`src/rtl/btn_pkg.sv`:
```
// Shared definitions for the button event controller.
// Event kinds, hold FSM state encodings and the slot replace rule.
package btn_pkg;

   typedef logic [1:0] evt_kind_t;

   localparam evt_kind_t EVT_PRESS   = 2'd0;
   localparam evt_kind_t EVT_REPEAT  = 2'd1;
   localparam evt_kind_t EVT_RELEASE = 2'd2;

   localparam logic [1:0] ST_IDLE = 2'd0;
   localparam logic [1:0] ST_WAIT = 2'd1;
   localparam logic [1:0] ST_RPT  = 2'd2;

   // A release may overwrite a stale pending repeat; nothing else may.
   function automatic logic can_replace(
      input evt_kind_t new_k,
      input evt_kind_t old_k
   );
      return (new_k == EVT_RELEASE) && (old_k == EVT_REPEAT);
   endfunction

endpackage

```
`src/rtl/btn_hold_fsm.sv`:
```
// Per-button edge detector and hold/repeat state machine.
// Emits a one-cycle strobe with the event kind on press, repeat, release.
module btn_hold_fsm
   import btn_pkg::*;
#(
   parameter int CNT_W         = 26,
   parameter int HOLD_DELAY    = 50_000_000,
   parameter int REPEAT_PERIOD = 10_000_000
) (
   input  logic            clk,
   input  logic            reset,
   input  logic            btn_level,
   output logic            emit,
   output evt_kind_t       emit_kind
);

   localparam logic [CNT_W-1:0] HOLD_LAST = CNT_W'(HOLD_DELAY - 1);
   localparam logic [CNT_W-1:0] RPT_LAST  = CNT_W'(REPEAT_PERIOD - 1);

   logic             prev_q, prev_d;
   logic [1:0]       state_q, state_d;
   logic [CNT_W-1:0] cnt_q, cnt_d;
   logic             rise, fall;

   // Next-state logic; a release beats a same-cycle counter expiry.
   always_comb begin
      rise      = btn_level & ~prev_q;
      fall      = ~btn_level & prev_q;
      prev_d    = btn_level;
      state_d   = state_q;
      cnt_d     = cnt_q;
      emit      = 1'b0;
      emit_kind = EVT_PRESS;
      case (state_q)
         ST_IDLE: begin
            if (rise) begin
               emit      = 1'b1;
               emit_kind = EVT_PRESS;
               cnt_d     = '0;
               state_d   = ST_WAIT;
            end
         end
         ST_WAIT: begin
            if (fall) begin
               emit      = 1'b1;
               emit_kind = EVT_RELEASE;
               cnt_d     = '0;
               state_d   = ST_IDLE;
            end else if (cnt_q == HOLD_LAST) begin
               emit      = 1'b1;
               emit_kind = EVT_REPEAT;
               cnt_d     = '0;
               state_d   = ST_RPT;
            end else begin
               cnt_d = cnt_q + CNT_W'(1);
            end
         end
         ST_RPT: begin
            if (fall) begin
               emit      = 1'b1;
               emit_kind = EVT_RELEASE;
               cnt_d     = '0;
               state_d   = ST_IDLE;
            end else if (cnt_q == RPT_LAST) begin
               emit      = 1'b1;
               emit_kind = EVT_REPEAT;
               cnt_d     = '0;
            end else begin
               cnt_d = cnt_q + CNT_W'(1);
            end
         end
         default: begin
            cnt_d   = '0;
            state_d = ST_IDLE;
         end
      endcase
   end

   // State registers; prev tracks the live level so held buttons stay silent.
   always_ff @(posedge clk) begin
      if (reset) begin
         prev_q  <= btn_level;
         state_q <= ST_IDLE;
         cnt_q   <= '0;
      end else begin
         prev_q  <= prev_d;
         state_q <= state_d;
         cnt_q   <= cnt_d;
      end
   end

endmodule

```
`src/rtl/btn_event_ctrl.sv`:
```
// Button event sequencer: per-button hold FSMs, pending slots,
// round-robin arbiter and an event FIFO behind a valid/ready port.
module btn_event_ctrl
   import btn_pkg::*;
#(
   parameter int NUM_BTNS      = 4,
   parameter int BTN_W         = 2,
   parameter int CNT_W         = 26,
   parameter int HOLD_DELAY    = 50_000_000,
   parameter int REPEAT_PERIOD = 10_000_000,
   parameter int FIFO_DEPTH    = 4
) (
   input  logic                clk,
   input  logic                reset,
   input  logic [NUM_BTNS-1:0] btn_level,
   output logic                evt_valid,
   input  logic                evt_ready,
   output logic [BTN_W-1:0]    evt_btn,
   output logic [1:0]          evt_kind,
   output logic                evt_dropped
);

   localparam int PTR_W  = $clog2(FIFO_DEPTH);
   localparam int FCNT_W = PTR_W + 1;
   localparam logic [FCNT_W-1:0] FIFO_FULL = FCNT_W'(FIFO_DEPTH);
   localparam logic [BTN_W-1:0]  LAST_BTN  = BTN_W'(NUM_BTNS - 1);

   logic [NUM_BTNS-1:0]            emit;
   evt_kind_t [NUM_BTNS-1:0]       emit_kind;

   logic [NUM_BTNS-1:0]            slot_vld_q, slot_vld_d;
   evt_kind_t [NUM_BTNS-1:0]       slot_kind_q, slot_kind_d;
   logic                           dropped_q, dropped_d;

   logic [BTN_W-1:0]               rr_ptr_q, rr_ptr_d;
   logic                           gnt_vld;
   logic [BTN_W-1:0]               gnt_idx;
   logic [NUM_BTNS-1:0]            gnt_oh;

   logic [FIFO_DEPTH-1:0][BTN_W-1:0] mem_btn_q, mem_btn_d;
   evt_kind_t [FIFO_DEPTH-1:0]     mem_kind_q, mem_kind_d;
   logic [PTR_W-1:0]               wr_ptr_q, wr_ptr_d;
   logic [PTR_W-1:0]               rd_ptr_q, rd_ptr_d;
   logic [FCNT_W-1:0]              fifo_cnt_q, fifo_cnt_d;
   logic                           push, pop;

   for (genvar i = 0; i < NUM_BTNS; i++) begin : g_btn
      btn_hold_fsm #(
         .CNT_W         (CNT_W),
         .HOLD_DELAY    (HOLD_DELAY),
         .REPEAT_PERIOD (REPEAT_PERIOD)
      ) u_fsm (
         .clk       (clk),
         .reset     (reset),
         .btn_level (btn_level[i]),
         .emit      (emit[i]),
         .emit_kind (emit_kind[i])
      );
   end

   // Round-robin grant of one pending slot, only while the FIFO has room.
   always_comb begin
      logic [BTN_W-1:0] cand;
      cand     = '0;
      gnt_vld  = 1'b0;
      gnt_idx  = '0;
      gnt_oh   = '0;
      rr_ptr_d = rr_ptr_q;
      if (fifo_cnt_q < FIFO_FULL) begin
         for (int k = 0; k < NUM_BTNS; k++) begin
            cand = BTN_W'((int'(rr_ptr_q) + k) % NUM_BTNS);
            if (!gnt_vld && slot_vld_q[cand]) begin
               gnt_vld = 1'b1;
               gnt_idx = cand;
            end
         end
      end
      if (gnt_vld) begin
         gnt_oh[gnt_idx] = 1'b1;
         rr_ptr_d = (gnt_idx == LAST_BTN) ? '0 : gnt_idx + BTN_W'(1);
      end
   end

   // Pending slots: fill when free or being drained, else replace or drop.
   always_comb begin
      slot_vld_d  = slot_vld_q;
      slot_kind_d = slot_kind_q;
      dropped_d   = dropped_q;
      for (int i = 0; i < NUM_BTNS; i++) begin
         if (gnt_oh[i]) begin
            slot_vld_d[i] = 1'b0;
         end
         if (emit[i]) begin
            if (!slot_vld_q[i] || gnt_oh[i]) begin
               slot_vld_d[i]  = 1'b1;
               slot_kind_d[i] = emit_kind[i];
            end else begin
               dropped_d = 1'b1;
               if (can_replace(emit_kind[i], slot_kind_q[i])) begin
                  slot_kind_d[i] = emit_kind[i];
               end
            end
         end
      end
   end

   // Event FIFO; a pop in the same cycle never frees room for a grant.
   always_comb begin
      push       = gnt_vld;
      pop        = evt_valid & evt_ready;
      mem_btn_d  = mem_btn_q;
      mem_kind_d = mem_kind_q;
      wr_ptr_d   = wr_ptr_q;
      rd_ptr_d   = rd_ptr_q;
      fifo_cnt_d = fifo_cnt_q;
      if (push) begin
         mem_btn_d[wr_ptr_q]  = gnt_idx;
         mem_kind_d[wr_ptr_q] = slot_kind_q[gnt_idx];
         wr_ptr_d = wr_ptr_q + PTR_W'(1);
      end
      if (pop) begin
         rd_ptr_d = rd_ptr_q + PTR_W'(1);
      end
      if (push && !pop) begin
         fifo_cnt_d = fifo_cnt_q + FCNT_W'(1);
      end else if (!push && pop) begin
         fifo_cnt_d = fifo_cnt_q - FCNT_W'(1);
      end
   end

   // Head entry and status outputs.
   always_comb begin
      evt_valid   = (fifo_cnt_q != '0);
      evt_btn     = mem_btn_q[rd_ptr_q];
      evt_kind    = mem_kind_q[rd_ptr_q];
      evt_dropped = dropped_q;
   end

   // Registers for slots, arbiter pointer, FIFO and drop flag.
   always_ff @(posedge clk) begin
      if (reset) begin
         slot_vld_q  <= '0;
         slot_kind_q <= '0;
         dropped_q   <= 1'b0;
         rr_ptr_q    <= '0;
         mem_btn_q   <= '0;
         mem_kind_q  <= '0;
         wr_ptr_q    <= '0;
         rd_ptr_q    <= '0;
         fifo_cnt_q  <= '0;
      end else begin
         slot_vld_q  <= slot_vld_d;
         slot_kind_q <= slot_kind_d;
         dropped_q   <= dropped_d;
         rr_ptr_q    <= rr_ptr_d;
         mem_btn_q   <= mem_btn_d;
         mem_kind_q  <= mem_kind_d;
         wr_ptr_q    <= wr_ptr_d;
         rd_ptr_q    <= rd_ptr_d;
         fifo_cnt_q  <= fifo_cnt_d;
      end
   end

endmodule
```
`config.mk`:
```
export PLATFORM = sky130hd
export DESIGN_NAME = btn_event_ctrl
export DESIGN_NICKNAME = d
export VERILOG_FILES = /design/src/rtl/btn_pkg.sv /design/src/rtl/btn_hold_fsm.sv /design/src/rtl/btn_event_ctrl.sv
export SDC_FILE = /design/constraint.sdc
export NUM_CORES = 1
export LEC_CHECK = 0
export ABC_AREA = 1
export ABC_CLOCK_PERIOD_IN_PS = 2300
export CAP_MARGIN = 5
export CORE_ASPECT_RATIO = 0.8
export CORE_MARGIN = 4
export CORE_UTILIZATION = 60
export CTS_CLUSTER_DIAMETER = 80
export DETAILED_ROUTE_END_ITERATION = 12
export PLACE_DENSITY = 0.77
export SLEW_MARGIN = 20
export SYNTH_ARGS = -nofsm -noshare
export SYNTH_HDL_FRONTEND = slang
export SYNTH_SLANG_ARGS = --single-unit
export TNS_END_PERCENT = 5
```
`constraint.sdc`:
```
create_clock -name clk -period 2.3 [get_ports clk]
set_input_delay 0.345 -clock clk [delete_from_list [all_inputs] [get_ports clk]]
set_output_delay 0.345 -clock clk [all_outputs]
set_load 0.005 [all_outputs]
```
# Word level (Yosys, flattened, before mapping)
# Cells that the tools add are included.
# word_totals
ff_bits	154
elab_cells	301
input_bits	7
# op_classes
n_addsub	12
n_reduce_logical	42
eq_ne	37
magnitude_cmp	10
mux	153
n_bitwise	17
# op_table
op	n
$mux W26	20
$pmux W26 S3	4
$add A26 B1 Y26 const B	4
$eq A26 B24 Y1 const B	4
$eq A26 B26 Y1 const B	4
$mux W2	42
$mux W1	61
$pmux W2 S3	4
$lt A2 B3 Y1 const B	7
$eq A2 B2 Y1 const B	9
$bwmux W8	2
$eq A2 B1 Y1 const B	8
$ne A2 B1 Y1 const B	8
$pmux W2 S2	4
$bmux W2 S2	3
$ne A3 B1 Y1 const B	4
$pmux W1 S3	4
$reduce_and A3 Y1	4
$logic_and A1 B1 Y1	11
$reduce_bool A2 Y1	5
$and A1 B1 Y1	9
$logic_not A1 Y1	9
$add A2 B1 Y2 const B	4
$bmux W1 S2	4
14 further kinds	33

# Logic depth before layout (Yosys ltp)
# depth
depth_word	30
ltp_mapped	21

# Modules after synthesis
# Synthesis repeated with hierarchy kept, for this count alone.
# hier_totals
cells_unflattened	1557
hier_area_um2	9890.7
# modules_own_cells
mod	n_inst	area_each_um2	seq_area_each_um2	cells_each
btn_hold_fsm (g_btn[0].u_fsm ...)	3	1821.7	580.6	290
btn_event_ctrl	1	2215.9	760.7	325
btn_hold_fsm (g_btn[3].u_fsm)	1	2209.6	580.6	362

# Worst setup path before layout
# No wires, ideal clock.
# synth_timing
path_type	register -> register
startpoint	register rr_ptr_q[0]
endpoint	register fifo_cnt_q[1]
setup_slack_ps	151
period_less_slack_ps	2149
t_required_ps	2180
arrival_time_ps	2028
path_stages_with_launch	15
path_cell_list	dfxtp_1 -> buf_6 -> inv_6 -> nand2_2 -> nand3_1 -> nand2_2 -> nor2_8 -> nand3_4 -> nand2_8 -> inv_8 -> ha_1 -> inv_1 -> fa_1 -> o21ai_0 -> a21oi_1
# synth_via
word_cells_on_any_way	30
# synth_rtl
item	line	rtl
start: declaration	btn_event_ctrl.sv:35	logic [BTN_W-1:0] rr_ptr_q, rr_ptr_d;
start signal: assignment	btn_event_ctrl.sv:155	rr_ptr_q <= rr_ptr_d;
$bmux W1 S2	btn_event_ctrl.sv:72	if (!gnt_vld && slot_vld_q[cand]) begin
$mux W1 (not written as such)	btn_event_ctrl.sv:72	
$mux W1	btn_event_ctrl.sv:72	
$mux W1	btn_event_ctrl.sv:69	if (fifo_cnt_q < FIFO_FULL) begin
$logic_not A1 Y1	btn_event_ctrl.sv:72	
$logic_and A1 B1 Y1	btn_event_ctrl.sv:72	
$mux W1	btn_event_ctrl.sv:72	
$mux W1	btn_event_ctrl.sv:69	
[... 4 more ...]	n/a	
$logic_not A1 Y1	btn_event_ctrl.sv:72	
$logic_and A1 B1 Y1	btn_event_ctrl.sv:72	
$mux W1 (*)	btn_event_ctrl.sv:72	
$mux W1 (*)	btn_event_ctrl.sv:69	
via gnt_vld	btn_event_ctrl.sv:36	logic gnt_vld;
$logic_and A1 B1 Y1 (*)	btn_event_ctrl.sv:124	if (push && !pop) begin
$mux W3 (*)	btn_event_ctrl.sv:124	
via fifo_cnt_d[1]	btn_event_ctrl.sv:44	logic [FCNT_W-1:0] fifo_cnt_q, fifo_cnt_d;
end signal: assignment	btn_event_ctrl.sv:160	fifo_cnt_q <= fifo_cnt_d;
end: declaration	btn_event_ctrl.sv:44	
# The timed path passes the listed nets; every way through them passes the cells marked *. The select of a mux whose other input is x is not followed.
# A chain may end at the register's enable or synchronous reset.

# Worst setup path after layout
# layout_timing
startpoint	register rr_ptr_q[1]
endpoint	register slot_kind_q[1] in the netlist's numbering
# layout_via
elab_chain_len	24
word_cells_on_any_way	40
# layout_lines
item	line	rtl
$bmux W1 S2	btn_event_ctrl.sv:72	
$mux W1 (not written as such)	btn_event_ctrl.sv:72	
$mux W1	btn_event_ctrl.sv:72	
$mux W1	btn_event_ctrl.sv:69	
$logic_not A1 Y1	btn_event_ctrl.sv:72	
$logic_and A1 B1 Y1	btn_event_ctrl.sv:72	
$mux W1	btn_event_ctrl.sv:72	
$mux W1	btn_event_ctrl.sv:69	
[... 8 more ...]	n/a	
via gnt_idx[1]	btn_event_ctrl.sv:37	logic [BTN_W-1:0] gnt_idx;
$lt A2 B3 Y1 (not written as such) or $ge A2 B1 Y1 (tied branches)	btn_event_ctrl.sv:79	gnt_oh[gnt_idx] = 1'b1;
$logic_and A1 B1 Y1 (not written as such)	btn_event_ctrl.sv:79	
$mux W1 (not written as such)	btn_event_ctrl.sv:79	
$demux W1 S2 (*)	btn_event_ctrl.sv:79	
$mux W4 (*)	btn_event_ctrl.sv:78	if (gnt_vld) begin
$logic_or A1 B1 Y1 (*)	btn_event_ctrl.sv:94	if (!slot_vld_q[i] || gnt_oh[i]) begin
$reduce_bool A2 Y1 (no source line)	n/a	
$reduce_and A2 Y1 (no source line)	n/a	
end signal: assignment	btn_event_ctrl.sv:153	slot_kind_q <= slot_kind_d;
end: declaration	btn_event_ctrl.sv:32	evt_kind_t [NUM_BTNS-1:0] slot_kind_q, slot_kind_d;
# Marked as above.

==> results.md <==
- Relative slew slack: 0.517
- Skew-Pair Late Insertion Delay: 430 ps
- Sequential area share after synthesis: 0.329
- Die Y-Extent: 120 um
- Fin nets: 1491
- DP Area: 9780 sq um
- Setup WS pre-CTS: -114 ps
- Final count of hold timing violations: 0
- Part of the cycle the worst path needs: 0.992
- Antenna fix cells: 0
- Final Critical Period: 2280 ps
- Simple-Gate Fraction of Synth Area: 0.393
- All-Layer GR Usage: 0.248
- Routed vias/inst: 5.41
- Num CTS Buffers: 17
- Layout area overhead: 12.5%
- Post-synth EDFFs: 0
- VDD IR-drop max: 0.000576 V
- MaxCap Viol Count: 0
- Mux cell area share after synthesis: 0
- Final setup TNS: 0 ps
- First-pass GRT wire length: 37200 um
- Pwr Total: 11.1 mW
- Power Density: 1050 nW/um^2
- Seq pwr share: 0.294
- Vias in the first global route: 8158
- Leak Pwr: 4.04 nW
- Rows: 40
- Primary FF master, synth: dfxtp_1
- CTS root buf: clkbuf_16
- CORE AREA: 15200 sq um
- Fin area: 10500 sq um
- R2R setup slack: 20 ps
- Adder-Cell Fraction of Synth Area: 0.0408
- Die Wd: 148 um
- Layout fillers: 1319
- Worst-path clk slew: 60 ps
- RSZ-0062 raised after global routing: yes
- Switching power: 4.69 mW
- Placed wire-length estimate: 15600 um
- CTS tree: done
- Yosys reg bits: 154
- Antenna Nets Post-Route: 0
- Critical Path Start Type: flip-flop
- Total wire length: 21900 um
- Crit path arrival time: 2600 ps
- Internal: 6.38 mW
- Die ar.: 17700 sq um
- Synth area leader: dfxtp_1
- Combinational Power Share: 0.484
- Synthesized area: 9380 sq um
- Via count: 9056
- GPL Wtd Cong: 0.964
- Clock power share: 0.221
- Share of synthesized registers carrying an async set or reset: 0
- H-tree Lvls: 4
- Max Buffers Root-to-Sink: 2
- GRT overflow: 0
- Residual DRC: 0
- Synth Net Count: 1458
- Final setup viols: 0
- Sw Share: 0.424
- Mean area per synthesized cell: 6.60 sq um
- Post-Synthesis Cells: 1421
- Setup ws final: 19.5 ps
- DRT Pass-1 Iters: 8
- Clock Skew: 8.44 ps
- Slew Viols, Final: 0
- CP Max Fanout: 6
- Crit path required time: 2620 ps
- Initial Util: 0.618
- I/O Buffers: 12
- Wire per inst: 13.1 um
- Synth top cells by count: 329 x nand2_1, 194 x nor2_1, 159 x inv_1
- HP Class: input port to flip-flop
- Top-count cell post-synth: nand2_1
- Share of layout cells above drive strength 1: 0.126
- Initial antenna violation count: 0
- Pin count of the biggest net entering global routing: 65
- Crit end category: flip-flop
- Top cell type's share of synthesized area: 0.329
- Post-Synth XOR/XNOR Area: 0.0308
- Largest family of logic cells by synthesized area: simple AND/OR/NAND/NOR gates
- Iteration-0 DRC Markers: 661
- Worst Max-Slew Pin Slew: 725 ps
- Synth area leaders: dfxtp_1 33%, nand2_1 13%, nor2_1 7.8%, inv_1 6.4%, nand3_1 5.8%
- Setup CP Type: flip-flop to flip-flop
- CTS Sinks: 154
- Synth Area in Compound Gates: 0.117
- Synth cell types: 53
- F_max: 438 MHz
- # IOs: 13
- Outcome: complete, no violations
- Ys Warns: 0
-- layout make-up --
type	count	area, sq um	area share
Tap cell	210	263	0.0249
Timing Repair Buffer	46	374	0.0355
Inverter	177	689	0.0654
Multi-Input combinational cell	1058	5630	0.534
Clock buffer	21	440	0.0418
Clock inverter	9	53.8	0.00510
Sequential cell	154	3090	0.293
-- placed cells by master, fill, tap and decap left out, types with 3 or more instances in the layout --
cell type / Yosys / routed
a211oi_1: 6 / 6
a21oi_1: 106 / 105
buf_4: 2 / 33
clkbuf_1: 22 / 4
clkbuf_16: 0 / 17
clkdlybuf4s50_1: 0 / 11
clkinv_1: 5 / 5
clkinv_2: 0 / 6
dfxtp_1: 154 / 150
ha_1: 29 / 25
inv_1: 159 / 155
inv_2: 11 / 13
nand2_1: 329 / 313
nand2_2: 21 / 33
nand2_4: 2 / 6
nand3_1: 108 / 101
nand3_2: 7 / 14
nand3b_1: 11 / 11
nand4_1: 30 / 30
nor2_1: 194 / 190
nor2_2: 9 / 11
nor2_4: 8 / 10
nor3_1: 37 / 35
nor3_2: 4 / 6
nor3b_1: 6 / 6
nor4_1: 12 / 11
nor4_2: 2 / 3
o21a_1: 10 / 10
o21ai_0: 58 / 55
o21ai_1: 1 / 3
o21ai_2: 3 / 3
o22ai_1: 4 / 4
or2_1: 5 / 5
xnor2_1: 8 / 8
xor2_1: 25 / 25
-- metrics by stage --
step,hold WS [ps],util,cells
finish,323,0.695,1675
global route,337,0.695,1675
CTS,304,0.678,1666
detailed placement,457,0.645,1636
global placement,452,0.645,1636
floorplan,373,-,1421
-- layer usage --
layer  wire, um  up-vias  track usage
met3       1090       35       0.0449
met5          0        -            0
li1           -     4683            -
met2       9420      227        0.380
met4        328        0       0.0664
met1      11000     4111        0.361
-- critical path, stage by stage, from the launching register on --
cell,delay [ps]
dfxtp_4,380
inv_2,90
nand2_1,100
nand2_2,70
nand2_2,100
nand2_4,70
nor2_8,150
nand2_4,70
nor2_4,130
nor2_4,50
nor2_4,200
inv_2,90
ha_2,190
nand3_2,60
nand2_2,80
inv_2,70
nand2_1,60
nand3_2,70
nand2_1,50
nand2_1,50
nor2_1,40
-- timing repair --
action,in CTS,in global routing
cloned,0,0
setup buffers,0,9
resized for setup,3,60
pin swaps,0,26
setup endpoints to repair,10,16
hold buffers,0,0
-- power by group through the flow --
stage | Sequential [mW] | Clock [mW] | Combinational (mW)
floorplan | 3.21 | 0 | 3.45
global placement | 3.28 | 0 | 4.44
detailed placement | 3.29 | 0 | 4.54
CTS | 3.24 | 2.49 | 4.59
global route | 3.29 | 2.60 | 5.93
finish | 3.26 | 2.45 | 5.36
-- final timing paths --
kind,from,endpoint,cells past startpoint
hold reg to reg,g_btn[2].u_fsm.cnt_q[8]$_SDFFE_PP0P_,g_btn[2].u_fsm.cnt_q[8]$_SDFFE_PP0P_,2
setup / recovery,rr_ptr_q[1]$_SDFFE_PP0P_,slot_kind_q[1]$_SDFFE_PP0P_,20
setup reg to reg,rr_ptr_q[1]$_SDFFE_PP0P_,slot_kind_q[1]$_SDFFE_PP0P_,20
hold / removal,reset,g_btn[3].u_fsm.cnt_q[11]$_SDFFE_PP0P_,4
-- registers in the layout (all words and copies together) (netlist names) --
signal,cells
mem_kind_q,8
evt_dropped,1
rr_ptr_q,2
wr_ptr_q,2
slot_kind_q,8
fifo_cnt_q,3
g_btn.u_fsm.prev_q,4
mem_btn_q,8
slot_vld_q,4
g_btn.u_fsm.cnt_q,104
rd_ptr_q,2
g_btn.u_fsm.state_q,8
-- kinds of logic after synthesis --
family | Yosys count
buffers and inverters | 209
adders and majority gates | 30
xor gates and xnor gates | 33
DFF | 154
AOI/OAI and AO/OA | 200
and+or+nand+nor | 795
(Power assumes the default switching activity.)
==> patch 1 (config.mk and constraints unchanged) <==
`mem_btn_q` no longer has a reset.
--- a/src/rtl/btn_event_ctrl.sv
+++ b/src/rtl/btn_event_ctrl.sv
@@ -144,5 +144,4 @@
          dropped_q   <= 1'b0;
          rr_ptr_q    <= '0;
-         mem_btn_q   <= '0;
          mem_kind_q  <= '0;
          wr_ptr_q    <= '0;
@@ -154,5 +153,4 @@
          dropped_q   <= dropped_d;
          rr_ptr_q    <= rr_ptr_d;
-         mem_btn_q   <= mem_btn_d;
          mem_kind_q  <= mem_kind_d;
          wr_ptr_q    <= wr_ptr_d;
@@ -162,3 +160,7 @@
    end
 
+   always_ff @(posedge clk) begin
+      mem_btn_q <= mem_btn_d;
+   end
+
 endmodule
Behaviour: differs if reset is asserted again (counterexample within 4 cycles, from zero or initial values and one cycle with reset high); with reset held inactive, the same outputs for 4 cycles.
==> patch 1 against the original RTL <==
Cell area fell by 1.0%; critical path depth down 7; global-route usage barely moved; wire length is 2.1% lower; area after synthesis is 0.25% lower; setup slack improved by 0.090 ns; total power is 7.6% lower; critical path type unchanged; sequential cell count unchanged.
==> patch 1: results (changes against the original RTL) <==
Global route
  – Vias in the first global route: 8187 (+0.36%)
  – Largest net degree at the start of global routing: 65 (unchanged)
  – Remaining Overflow, GRT: 0 (unchanged)
  – All-Layer GR Usage: 24.9% (about the same)
  – First-pass GRT wire length: 37200 µm (+0.19%)
  – Initial antenna violation count: 0 (unchanged)

Synthesis
  – Synth cell count leaders: nand2_1, nor2_1, inv_1, dfxtp_1, nand3_1
  – Synth warnings: 0 (unchanged)
  – Distinct cell type count after synthesis: 51 (-3.8%)
  – Sequential share of the synthesized area: 33.8% (+0.94 points)
  – Post-synth EDFFs: 8 (+8)
  – Largest cells by area after synthesis: dfxtp_1, nand2_1, nor2_1
  – Mapped Cells: 1402 (-1.3%)

Power
  – P_comb: 4.12 mW (-23%)
  – Power density of the placed cells: 980 nW/µm² (-6.6%)
  – Switching power: 4.04 mW (-14%)
  – LEAKAGE: 3.97 nW (-1.9%)
  – Worst vdd ir: 869 µV (+51%)
  – Clock group: 2.81 mW (+15%)

Timing
  – Clock Skew: 0.00823 ns (-0.000216 ns)
  – Rel. slew slack: 49.8% (-1.8 points)

Placed design
  – GP Congestion: 0.931 (-3.5%)
  – Placed instance count: 1623 (-0.79%)
  – DPL Wire Length: 15600 µm (about the same)
  – DP Area: 9790 µm² (+0.13%)
  – DP Worst Slack: -0.127 ns (-0.0135 ns)

Finish
  – N_diodes: 0 (unchanged)
  – Layout cells sized above 1: 9.83% (-2.7 points)
  – Nets: 1469 (-1.5%)
  – Fill cells: 1343 (+1.8%)
  – Fin util: 68.8% (-0.70 points)

Min path
  – Hold Path Class: in -> reg

Detailed routing
  – DR vias: 8937 (-1.3%)
  – DR pass1 iterations: 6 (-2)
  – Vias/cell: 5.40 (-0.12%)
  – WL/cell: 12.9 µm (-0.92%)
  – 1st-iter DRT viols: 483 (-27%)

Setup path
  – Crit path max-delay cell type: fa_2
  – Crit-path max FO: 8 (+2)
  – Critical path's largest stage delay: 0.43 ns (+0.05 ns)
  – CP arrival: 2.51 ns (-0.09 ns)

Clock tree
  – Worst-Skew Late Latency: 0.43 ns (about the same)
  – H-tree level count: 4 (unchanged)
  – Clk root buf: clkbuf_16
  – Post-cts repair resize count: 1 (-2)

Outcome
  – Status: finished, final reports clean
patch 1: cell types whose count changed after synthesis, moves of 7 or more:
cell,unedited run,this run
nand2_1,329,313
o21ai_0,58,35
nand4_1,30,37
nor2_2,9,2
o211ai_1,1,12
a21oi_1,106,89
dfxtp_1,154,146
xor2_1,25,32
nor2_1,194,214
buf_2,3,10
edfxtp_1,0,8
patch 1: cell families after synthesis:
logic type	after synthesis	synth area share, %
AO/OA/AOI/OAI	170	10.2
XOR/XNOR	42	3.93
adder cells (fa/ha/maj)	30	4.09
buffers and inverters	210	9.12
flip-flops	154	33.8
AND/OR/NAND/NOR	796	38.8
patch 1: layer usage:
metal	routed length (µm)	track usage, %	share of wire, %	up-vias
met5	0	0	0	-
met4	297	7.51	1.4	0
met3	1080	3.96	5.0	26
met2	9690	39.8	45	233
met1	10400	34.6	48	4059
li1	-	-	-	4619
patch 1: final cells by class:
cell class | count | area share (%)
Multi-Input combinational cell | 1038 | 51.5
Clock buffer | 17 | 4.08
Tap cell | 210 | 2.52
Sequential cell | 154 | 30.4
Clock inverter | 15 | 1.61
Timing Repair Buffer | 44 | 3.40
Inverter | 177 | 6.51
patch 1: worst paths after layout:
path	cells past startpoint	slack, ns	from	endpoint
setup reg to reg	13	0.11	rr_ptr_q[0]$_SDFFE_PP0P_	fifo_cnt_q[1]$_SDFFE_PP0P_
hold reg to reg	2	0.48	fifo_cnt_q[2]$_SDFFE_PP0P_	fifo_cnt_q[2]$_SDFFE_PP0P_
setup / recovery	13	0.11	rr_ptr_q[0]$_SDFFE_PP0P_	fifo_cnt_q[1]$_SDFFE_PP0P_
hold / removal	1	0.46	btn_level[2]	g_btn[2].u_fsm.prev_q$_DFF_P_
==> patch 2 (config.mk and constraints unchanged) <==
Without the edit above. `CNT_W` is set to 26 in 2 places; all go to 22.
--- a/src/rtl/btn_hold_fsm.sv
+++ b/src/rtl/btn_hold_fsm.sv
@@ -4,5 +4,5 @@
    import btn_pkg::*;
 #(
-   parameter int CNT_W         = 26,
+   parameter int CNT_W         = 22,
    parameter int HOLD_DELAY    = 50_000_000,
    parameter int REPEAT_PERIOD = 10_000_000
--- a/src/rtl/btn_event_ctrl.sv
+++ b/src/rtl/btn_event_ctrl.sv
@@ -6,5 +6,5 @@
    parameter int NUM_BTNS      = 4,
    parameter int BTN_W         = 2,
-   parameter int CNT_W         = 26,
+   parameter int CNT_W         = 22,
    parameter int HOLD_DELAY    = 50_000_000,
    parameter int REPEAT_PERIOD = 10_000_000,
Function: no difference found for any inputs over 4 cycles, from zero or initial values and one cycle with reset high; that may be too few to reach the edited logic, so the function may still have changed.
==> patch 2 against the original RTL <==
The run now ends with setup timing left; combinational power is 5.4% lower; maximum frequency is 1.4% lower; cell area is 13% lower; sequential cell count is 16 lower; area after synthesis is 16% lower; total power is 3.3% lower; global-route usage is 0.47 points lower; clock power is 8% higher; sequential share of layout area is 1.0 points higher; setup slack worse by 0.033 ns; wire length is 17% lower; critical path depth stayed put; synthesized cell count is 20% lower; critical path type unchanged.
==> patch 2: results (changes against the original RTL) <==
Outcome
  – Status: finished with violations
  – Failing checks: setup timing

Min path
  – Worst hold path endpoint: g_btn[2].u_fsm.prev_q$_DFF_P_
  – HP Start: btn_level[2]

Synthesis
  – Net Count, Synth: 1178 (-19%)
  – Synth cell count leaders: nand2_1, nor2_1, inv_1, dfxtp_1, nand3_1
  – Distinct cell type count after synthesis: 54 (+1.9%)
  – Sequential share of the synthesized area: 35.1% (+2.2 points)
  – Mapped Cells: 1141 (-20%)

Global route
  – Largest net degree at the start of global routing: 43 (-34%)
  – Vias in the first global route: 6743 (-17%)
  – First-pass GRT wire length: 30600 µm (-18%)
  – All-Layer GR Usage: 24.4% (-0.47 points)

Setup path
  – CP arrival: 2.62 ns (+0.02 ns)
  – Critical Path Start: rr_ptr_q[0]$_SDFFE_PP0P_

Placed design
  – GP Congestion: 0.898 (-6.9%)
  – Placed instance count: 1338 (-18%)
  – DP Area: 8370 µm² (-14%)

Detailed routing
  – Routed wire length: 18100 µm (-17%)
  – DR vias: 7383 (-18%)
  – DR pass1 iterations: 5 (-3)
  – 1st-iter DRT viols: 511 (-23%)

Timing
  – Worst Slack Setup Final: -0.0132 ns (-0.0327 ns)
  – Clock Skew: 0.00893 ns (+0.000485 ns)
  – Final setup vio count: 1 (+1)

Power
  – Worst vdd ir: 846 µV (+47%)
  – LEAKAGE: 3.71 nW (-8.3%)
  – Switching power: 4.50 mW (-4.1%)

Finish
  – Max reg flops: 88 (-15%)
  – Final cell count without fillers: 1375 (-18%)
  – Layout cells sized above 1: 13.1% (+0.52 points)
==> patch 2: routing by layer <==
metal  global-route usage (%)  vias to the layer above  wire length (µm)  part of all wire (%)
li1                         -                     3818                 -                     -
met1                     34.9                     3278              8640                    48
met2                     36.2                      250              8050                    44
met3                     5.87                       37              1150                   6.4
met4                     7.66                        0               304                   1.7
met5                        0                        -                 0                     0
==> patch 2: repair_timing <==
item	4_1_cts	5_1_grt
hold endpoints to repair	0	0
setup buffers	1	4
gates cloned	0	0
pin swaps	1	17
endpoints found under the setup margin	3	32
resized for setup	3	43
==> patch 2: kinds of logic after synthesis <==
| group | Yosys count | synth area share (%) |
|---|---|---|
| adders and majority gates | 30 | 4.86 |
| DFF | 138 | 35.1 |
| AOI/OAI and AO/OA | 168 | 12.8 |
| xor gates and xnor gates | 26 | 2.89 |
| and+or+nand+nor | 592 | 35.0 |
| buffers and inverters | 187 | 9.36 |
==> patch 2: metrics by stage <==
| step | worst slack, ns | total power, mW | setup TNS [ns] | util, % |
|---|---|---|---|---|
| 3_3_place_gp | 0.0466 | 7.42 | 0 | 65.0 |
| 6_report | -0.0132 | 10.7 | -0.0132 | 71.0 |
| 5_1_grt | -0.145 | 11.5 | -0.843 | 71.0 |
| 2_1_floorplan | 0.143 | 6.32 | 0 | - |
| 4_1_cts | 0.0127 | 10.3 | 0 | 69.6 |
| 3_5_place_dp | -0.0351 | 7.51 | -0.0395 | 65.0 |
==> patch 2: layout make-up <==
cell class                      instances  area, µm²
Inverter                              170        658
Timing Repair Buffer                   44        409
Clock inverter                         10       92.6
Multi-Input combinational cell        816       4500
Fill cell                            1049       3730
Tap cell                              175        219
Clock buffer                           22        484
Sequential cell                       138       2770
